<file path="src/rtl/vga_pkg.sv">
// Shared VGA timing types and the default 640x480@60 Hz segment lengths.
package vga_pkg;

    localparam int DEF_H_VISIBLE = 640;
    localparam int DEF_H_FRONT   = 16;
    localparam int DEF_H_SYNC    = 96;
    localparam int DEF_H_BACK    = 48;
    localparam int DEF_V_VISIBLE = 480;
    localparam int DEF_V_FRONT   = 10;
    localparam int DEF_V_SYNC    = 2;
    localparam int DEF_V_BACK    = 33;

    localparam int H_TOTAL = DEF_H_VISIBLE + DEF_H_FRONT + DEF_H_SYNC + DEF_H_BACK;
    localparam int V_TOTAL = DEF_V_VISIBLE + DEF_V_FRONT + DEF_V_SYNC + DEF_V_BACK;

    typedef enum logic [1:0] {VISIBLE, FRONT, SYNC, BACK} vga_phase_t;
    typedef logic [9:0] coord_t;

endpackage

</file>
<file path="src/rtl/vga_axis_counter.sv">
// One raster axis: a wrapping position counter plus the VISIBLE/FRONT/SYNC/BACK phase FSM.
module vga_axis_counter
    import vga_pkg::*;
#(
    parameter int VIS_LEN   = DEF_H_VISIBLE,
    parameter int FRONT_LEN = DEF_H_FRONT,
    parameter int SYNC_LEN  = DEF_H_SYNC,
    parameter int BACK_LEN  = DEF_H_BACK
) (
    input  logic       clk,
    input  logic       rst_n,
    input  logic       adv,
    output coord_t     count_o,
    output vga_phase_t phase_o,
    output logic       wrap_o
);

    localparam coord_t VIS_END   = coord_t'(VIS_LEN - 1);
    localparam coord_t FRONT_END = coord_t'(VIS_LEN + FRONT_LEN - 1);
    localparam coord_t SYNC_END  = coord_t'(VIS_LEN + FRONT_LEN + SYNC_LEN - 1);
    localparam coord_t LAST      = coord_t'(VIS_LEN + FRONT_LEN + SYNC_LEN + BACK_LEN - 1);

    coord_t     count_q, count_d;
    vga_phase_t phase_q, phase_d;

    assign wrap_o  = (count_q == LAST);
    assign count_o = count_q;
    assign phase_o = phase_q;

    always_comb begin
        count_d = count_q;
        phase_d = phase_q;
        if (adv) begin
            count_d = wrap_o ? '0 : count_q + coord_t'(1);
            // The phase leaves on its last index, so it stays aligned with count.
            case (phase_q)
                VISIBLE: if (count_q == VIS_END)   phase_d = FRONT;
                FRONT:   if (count_q == FRONT_END) phase_d = SYNC;
                SYNC:    if (count_q == SYNC_END)  phase_d = BACK;
                BACK:    if (count_q == LAST)      phase_d = VISIBLE;
                default: phase_d = VISIBLE;
            endcase
        end
    end

    always_ff @(posedge clk or negedge rst_n) begin
        if (!rst_n) begin
            count_q <= '0;
            phase_q <= VISIBLE;
        end else begin
            count_q <= count_d;
            phase_q <= phase_d;
        end
    end

endmodule

</file>
<file path="src/rtl/vga_timing_gen.sv">
// VGA raster timing: pixel divider, H/V axis counters and one output register stage
// that keeps coordinates, syncs, blank and strobes on the same Clk edge.
module vga_timing_gen
    import vga_pkg::*;
#(
    parameter int CLK_DIV   = 2,
    parameter int H_VISIBLE = DEF_H_VISIBLE,
    parameter int H_FRONT   = DEF_H_FRONT,
    parameter int H_SYNC    = DEF_H_SYNC,
    parameter int H_BACK    = DEF_H_BACK,
    parameter int V_VISIBLE = DEF_V_VISIBLE,
    parameter int V_FRONT   = DEF_V_FRONT,
    parameter int V_SYNC    = DEF_V_SYNC,
    parameter int V_BACK    = DEF_V_BACK
) (
    input  logic   Clk,
    input  logic   Reset_n,
    output coord_t DrawX,
    output coord_t DrawY,
    output logic   VGA_HS,
    output logic   VGA_VS,
    output logic   VGA_BLANK_N,
    output logic   VGA_SYNC_N,
    output logic   VGA_CLK,
    output logic   pix_en,
    output logic   frame_start,
    output logic   vblank_start
);

    localparam int DIV_W = (CLK_DIV > 1) ? $clog2(CLK_DIV) : 1;
    localparam logic [DIV_W-1:0] DIV_LAST = DIV_W'(CLK_DIV - 1);
    localparam coord_t V_VIS_LAST = coord_t'(V_VISIBLE - 1);

    logic [DIV_W-1:0] div_cnt_q, div_cnt_d;
    logic             pix_adv, line_adv, h_wrap, v_wrap;
    coord_t           h_count, v_count;
    vga_phase_t       h_phase, v_phase;

    logic   frame_pend_q, vblank_pend_q;
    coord_t draw_x_q, draw_y_q;
    logic   hs_q, vs_q, blank_n_q, pix_en_q, frame_start_q, vblank_start_q;

    assign pix_adv   = (div_cnt_q == DIV_LAST);
    assign div_cnt_d = pix_adv ? '0 : div_cnt_q + DIV_W'(1);
    assign line_adv  = pix_adv && h_wrap;

    vga_axis_counter #(
        .VIS_LEN(H_VISIBLE), .FRONT_LEN(H_FRONT), .SYNC_LEN(H_SYNC), .BACK_LEN(H_BACK)
    ) u_h_axis (
        .clk(Clk), .rst_n(Reset_n), .adv(pix_adv),
        .count_o(h_count), .phase_o(h_phase), .wrap_o(h_wrap)
    );

    vga_axis_counter #(
        .VIS_LEN(V_VISIBLE), .FRONT_LEN(V_FRONT), .SYNC_LEN(V_SYNC), .BACK_LEN(V_BACK)
    ) u_v_axis (
        .clk(Clk), .rst_n(Reset_n), .adv(line_adv),
        .count_o(v_count), .phase_o(v_phase), .wrap_o(v_wrap)
    );

    // Everything below is sampled from the counter state one edge later, so the
    // event strobes need one extra pending stage to land on the pixel they mark.
    always_ff @(posedge Clk or negedge Reset_n) begin
        if (!Reset_n) begin
            div_cnt_q      <= '0;
            frame_pend_q   <= 1'b0;
            vblank_pend_q  <= 1'b0;
            draw_x_q       <= '0;
            draw_y_q       <= '0;
            hs_q           <= 1'b1;
            vs_q           <= 1'b1;
            blank_n_q      <= 1'b0;
            pix_en_q       <= 1'b0;
            frame_start_q  <= 1'b0;
            vblank_start_q <= 1'b0;
        end else begin
            div_cnt_q      <= div_cnt_d;
            frame_pend_q   <= line_adv && v_wrap;
            vblank_pend_q  <= line_adv && (v_count == V_VIS_LAST);
            draw_x_q       <= h_count;
            draw_y_q       <= v_count;
            hs_q           <= (h_phase != SYNC);
            vs_q           <= (v_phase != SYNC);
            blank_n_q      <= (h_phase == VISIBLE) && (v_phase == VISIBLE);
            pix_en_q       <= pix_adv;
            frame_start_q  <= frame_pend_q;
            vblank_start_q <= vblank_pend_q;
        end
    end

    generate
        if (CLK_DIV == 1) begin : gen_clk_direct
            // No divided phase exists, so the DAC samples on the falling system edge.
            assign VGA_CLK = ~Clk & Reset_n;
        end else begin : gen_clk_reg
            localparam logic [DIV_W-1:0] DIV_HALF = DIV_W'(CLK_DIV / 2);
            logic vga_clk_q;
            always_ff @(posedge Clk or negedge Reset_n) begin
                if (!Reset_n) vga_clk_q <= 1'b0;
                else          vga_clk_q <= (div_cnt_q >= DIV_HALF);
            end
            assign VGA_CLK = vga_clk_q;
        end
    endgenerate

    assign DrawX        = draw_x_q;
    assign DrawY        = draw_y_q;
    assign VGA_HS       = hs_q;
    assign VGA_VS       = vs_q;
    assign VGA_BLANK_N  = blank_n_q;
    assign VGA_SYNC_N   = 1'b0;
    assign pix_en       = pix_en_q;
    assign frame_start  = frame_start_q;
    assign vblank_start = vblank_start_q;

endmodule

</file>
<file path="config.mk">
export PLATFORM = sky130hd
export DESIGN_NAME = vga_timing_gen
export DESIGN_NICKNAME = d
export VERILOG_FILES = /design/src/rtl/vga_pkg.sv /design/src/rtl/vga_axis_counter.sv /design/src/rtl/vga_timing_gen.sv
export SDC_FILE = /design/constraint.sdc
export NUM_CORES = 1
export LEC_CHECK = 0
export ABC_AREA = 1
export BUFFER_PORTS_ARGS = -buffer_cell sky130_fd_sc_hd__buf_4
export CORE_MARGIN = 2
export CORE_UTILIZATION = 57
export CTS_CLUSTER_DIAMETER = 80
export DETAILED_ROUTE_END_ITERATION = 12
export GPL_ROUTABILITY_DRIVEN = 1
export PLACE_DENSITY = 0.79
export SLEW_MARGIN = 20
export SYNTH_ARGS = -nofsm -noshare
export SYNTH_HDL_FRONTEND = slang
export SYNTH_SLANG_ARGS = --single-unit
</file>
<file path="constraint.sdc">
create_clock -name Clk -period 1.65 [get_ports Clk]
set_input_delay 0.33 -clock Clk [delete_from_list [all_inputs] [get_ports Clk]]
set_output_delay 0.33 -clock Clk [all_outputs]
set_load 0.05 [all_outputs]
</file>
==> results by group <==
Place
  • Placed Area: 2720 µm²
  • Cells after DPL: between 300 and 400
  • Final HPWL DP: ~3100 µm
  • RD Place Congestion: 0.881
  • Number of port buffers: 28

Routing
  • WL per Instance: ~14 µm
  • Via density: a little over 5
  • Via Count: between 1,500 and 2,000
  • DRT Pass-1 Iters: 4
  • Final ANT Viol Nets: 0
  • 1st-iter DRT viols: ~190
  • Residual DRC count: 0
  • Routed WL: 4690 µm

Pwr
  • Switching power: between 400 and 500 µW
  • Total power: approximately 2.2 mW
  • Reg power frac: 0.584
  • Net Sw Frac: 0.193
  • Internal: roughly 1.8 mW
  • Clock share of power: 0.403
  • Maximum resistive drop on vdd: 0.000409 V
  • Pwr dens: 754 nW/µm²
  • Leak Pwr: 1.45 nW
  • Logic pwr share: 0.013

Clocking
  • Total CTS buffers: 5
  • Bufs on Longest Clock Path: 2
  • CTS Sinks: 53
  • CTS tree: yes
  • Root Driver: clkbuf_8
  • Clk_lat worst skew: ~0.3 ns
  • H-Tree Level Count: 2
  • Hold_buf cts: 0
  • Clk pin slew, worst setup/hold paths: about 0.09 ns

Floorplanning
  • Die Y: between 60 and 70 µm
  • I/O pins: 30
  • Initial Utilization: 0.600
  • Die area: ~4800 µm²
  • Core Footprint: around 4000 µm²
  • Cell Rows: 23
  • Die width: slightly below 70 µm

Worst setup path
  • Crit Path Class: register to register
  • Arrival time worst endpoint: 1.78 ns
  • Critical Path End Type: register
  • Worst Setup Start Kind: register
  • Worst-path fanout max: 5
  • Critical path required time: about 1.8 ns

STA
  • Fin. max-slew vios: 0
  • Min Tclk post-route: around 1.6 ns
  • Final worst path period share: 0.961
  • Maximum clock rate: ~630 MHz
  • Clk_skew: between 0.005 and 0.006 ns
  • Relative slew slack: 0.580
  • Fin. Hold Viols: 0
  • Final Setup Violations: 0
  • Least-Margin Pin Slew: between 0.6 and 0.7 ns

Layout
  • Number of antenna repair diodes: 0
  • P&R area growth vs syn: 21.9%
  • Final Non-Filler Cells: between 300 and 400
  • Share of layout cells above drive strength 1: 0.315
  • Nets: between 300 and 400
  • Final instance area: between 2000 and 3000 µm²

Global route
  • Number of global-route vias before repair: roughly 1,600
  • Largest net degree at the start of global routing: 54
  • Overall Global Routing Usage: 0.198
  • Initial antenna violation count: 0
  • First-pass GRT wire length: around 7600 µm
  • Grt total ovfl: 0

Synth
  • #FFs+latches synth: between 50 and 60
  • Seq/Total Area, Yosys: 0.549
  • Synth cell types: 33
  • Mapped Cells: between 200 and 250
  • Synth Cell Area: ~2400 µm²
  • Syn Nets: around 260
  • Syn_area_per_cell: just under 10 µm²
  • YS warnings: 0

Run
  • Max-cap violations: 0

Hold path
  • Worst Hold Class: input port to async pin

Run status
  • Status: complete, no violations
-- flip-flops by register name, indices dropped and copies added (netlist names) --
signal	count
vblank_start	1
div_cnt_q	1
VGA_BLANK_N	1
u_h_axis.count_o	10
VGA_CLK	1
u_v_axis.phase_o	2
VGA_HS	1
DrawY	10
u_v_axis.count_o	10
VGA_VS	1
u_h_axis.phase_o	2
DrawX	10
frame_pend_q	1
vblank_pend_q	1
frame_start	1
-- kinds of logic after synthesis --
| kind of cell | count (synthesis) | synth area share |
|---|---|---|
| fa+ha+maj | 12 | 0.0621 |
| flops | 53 | 0.549 |
| simple gates | 111 | 0.241 |
| compound gates | 21 | 0.0517 |
| other cells | 1 | 0.00155 |
| xor+xnor | 5 | 0.0181 |
| buf+inv | 42 | 0.0766 |
-- worst max-delay path: stages, from the launching register on --
cell and delay [ns]:
dfrtp_1 0.39, ha_2 0.23, nand2_4 0.07, nor2_4 0.14, nand4_4 0.17, buf_4 0.22
nor3_2 0.20, a21oi_2 0.05
-- per-stage QoR --
stage,worst slack [ns],TNS (ns),util,hold slack (ns)
2_1_floorplan,0.215,0,-,0.0344
3_3_place_gp,0.100,0,0.674,0.334
3_5_place_dp,0.0298,0,0.674,0.335
4_1_cts,0.0107,0,0.704,0.0652
5_1_grt,-0.0326,-0.131,0.732,0.0994
6_report,0.0647,0,0.732,0.0391
-- synth_stat cells --
cell type  instances  area share
nand2_1           44       0.068
nor2_1            18       0.028
o21ai_2            1      0.0036
buf_4              3      0.0093
nand4_1            8       0.021
nand2_2            4       0.010
o21ai_1            2      0.0041
conb_1             1      0.0016
o21ai_0            8       0.017
nor2_8             1      0.0083
nand4_4            1      0.0088
buf_2              1      0.0021
nand3b_1           2      0.0062
or2_2              2      0.0052
dfrtp_1           51        0.53
dfstp_2            2       0.022
ha_1              12       0.062
and2_1             1      0.0026
a21oi_1            5       0.010
nand3_2            1      0.0041
buf_6              2      0.0093
nand2_4            1      0.0047
inv_1             33       0.051
nor3_1             3      0.0062
nor3b_1            1      0.0031
xor2_1             5       0.018
inv_2              3      0.0047
a31oi_1            1      0.0026
nand3_1           14       0.029
nor3_2             2      0.0083
nor2_2             5       0.013
nor2_4             3       0.014
a21oi_2            4       0.014
-- cell usage in the layout, fill, tap and decap left out, types with 2 or more instances in the layout --
| cell type | n |
|---|---|
| nor2_4 | 4 |
| nand4_1 | 8 |
| a21oi_1 | 5 |
| nand3b_1 | 2 |
| or2_2 | 2 |
| nand3_1 | 13 |
| nand2_1 | 42 |
| inv_1 | 31 |
| inv_2 | 4 |
| dfrtp_1 | 51 |
| clkbuf_8 | 6 |
| nor2_1 | 16 |
| nor2_2 | 6 |
| buf_4 | 44 |
| ha_2 | 2 |
| nand2_2 | 6 |
| dfstp_2 | 2 |
| o21ai_0 | 7 |
| nor3_1 | 3 |
| xor2_1 | 5 |
| nor3_2 | 2 |
| ha_1 | 9 |
| o21ai_1 | 3 |
| a21oi_2 | 3 |
-- repair_timing --
action                     CTS  global route
setup endpoints to repair    2            10
gates cloned                 0             1
pin swaps                    0             7
gates resized for setup      1            16
setup buffers                0             6
-- cell type report --
class	instances	area (µm²)
multi-input cells	151	970
well taps	50	62.6
inverters	36	140
clock inverters	1	30.0
fillers	275	1080
clock buffers	7	86.3
repair buffers	44	330
flip-flops and latches	53	1330
-- power by group through the flow --
stage	Combinational (mW)	Sequential, mW	Clock [mW]
5_1_grt	0.0357	1.30	0.978
6_report	0.0293	1.30	0.895
3_5_place_dp	0.0319	1.32	0
4_1_cts	0.0317	1.30	0.916
2_1_floorplan	0.00678	1.32	0
3_3_place_gp	0.0315	1.32	0
-- metal layers --
layer | global-route usage | vias to the layer above | wire length [µm]
li1 | - | 863 | -
met1 | 0.282 | 852 | 2130
met2 | 0.301 | 46 | 2300
met3 | 0.0453 | 5 | 213
met4 | 0.0697 | 0 | 47
met5 | 0 | - | 0
-- final timing paths --
| path | from | end | slack [ns] | depth (start not counted) |
|---|---|---|---|---|
| max | u_h_axis.count_o[1] | u_v_axis.count_o[6] | 0.06 | 7 |
| min | Reset_n | frame_start | 0.04 | 1 |
| max reg2reg | u_h_axis.count_o[1] | u_v_axis.count_o[6] | 0.06 | 7 |
| min reg2reg | vblank_pend_q | vblank_start | 0.35 | 0 |
| max in group asynchronous | Reset_n | u_h_axis.count_o[8] | 1.19 | 1 |
| min in group Clk | vblank_pend_q | vblank_start | 0.35 | 0 |
(Power assumes the default switching activity.)
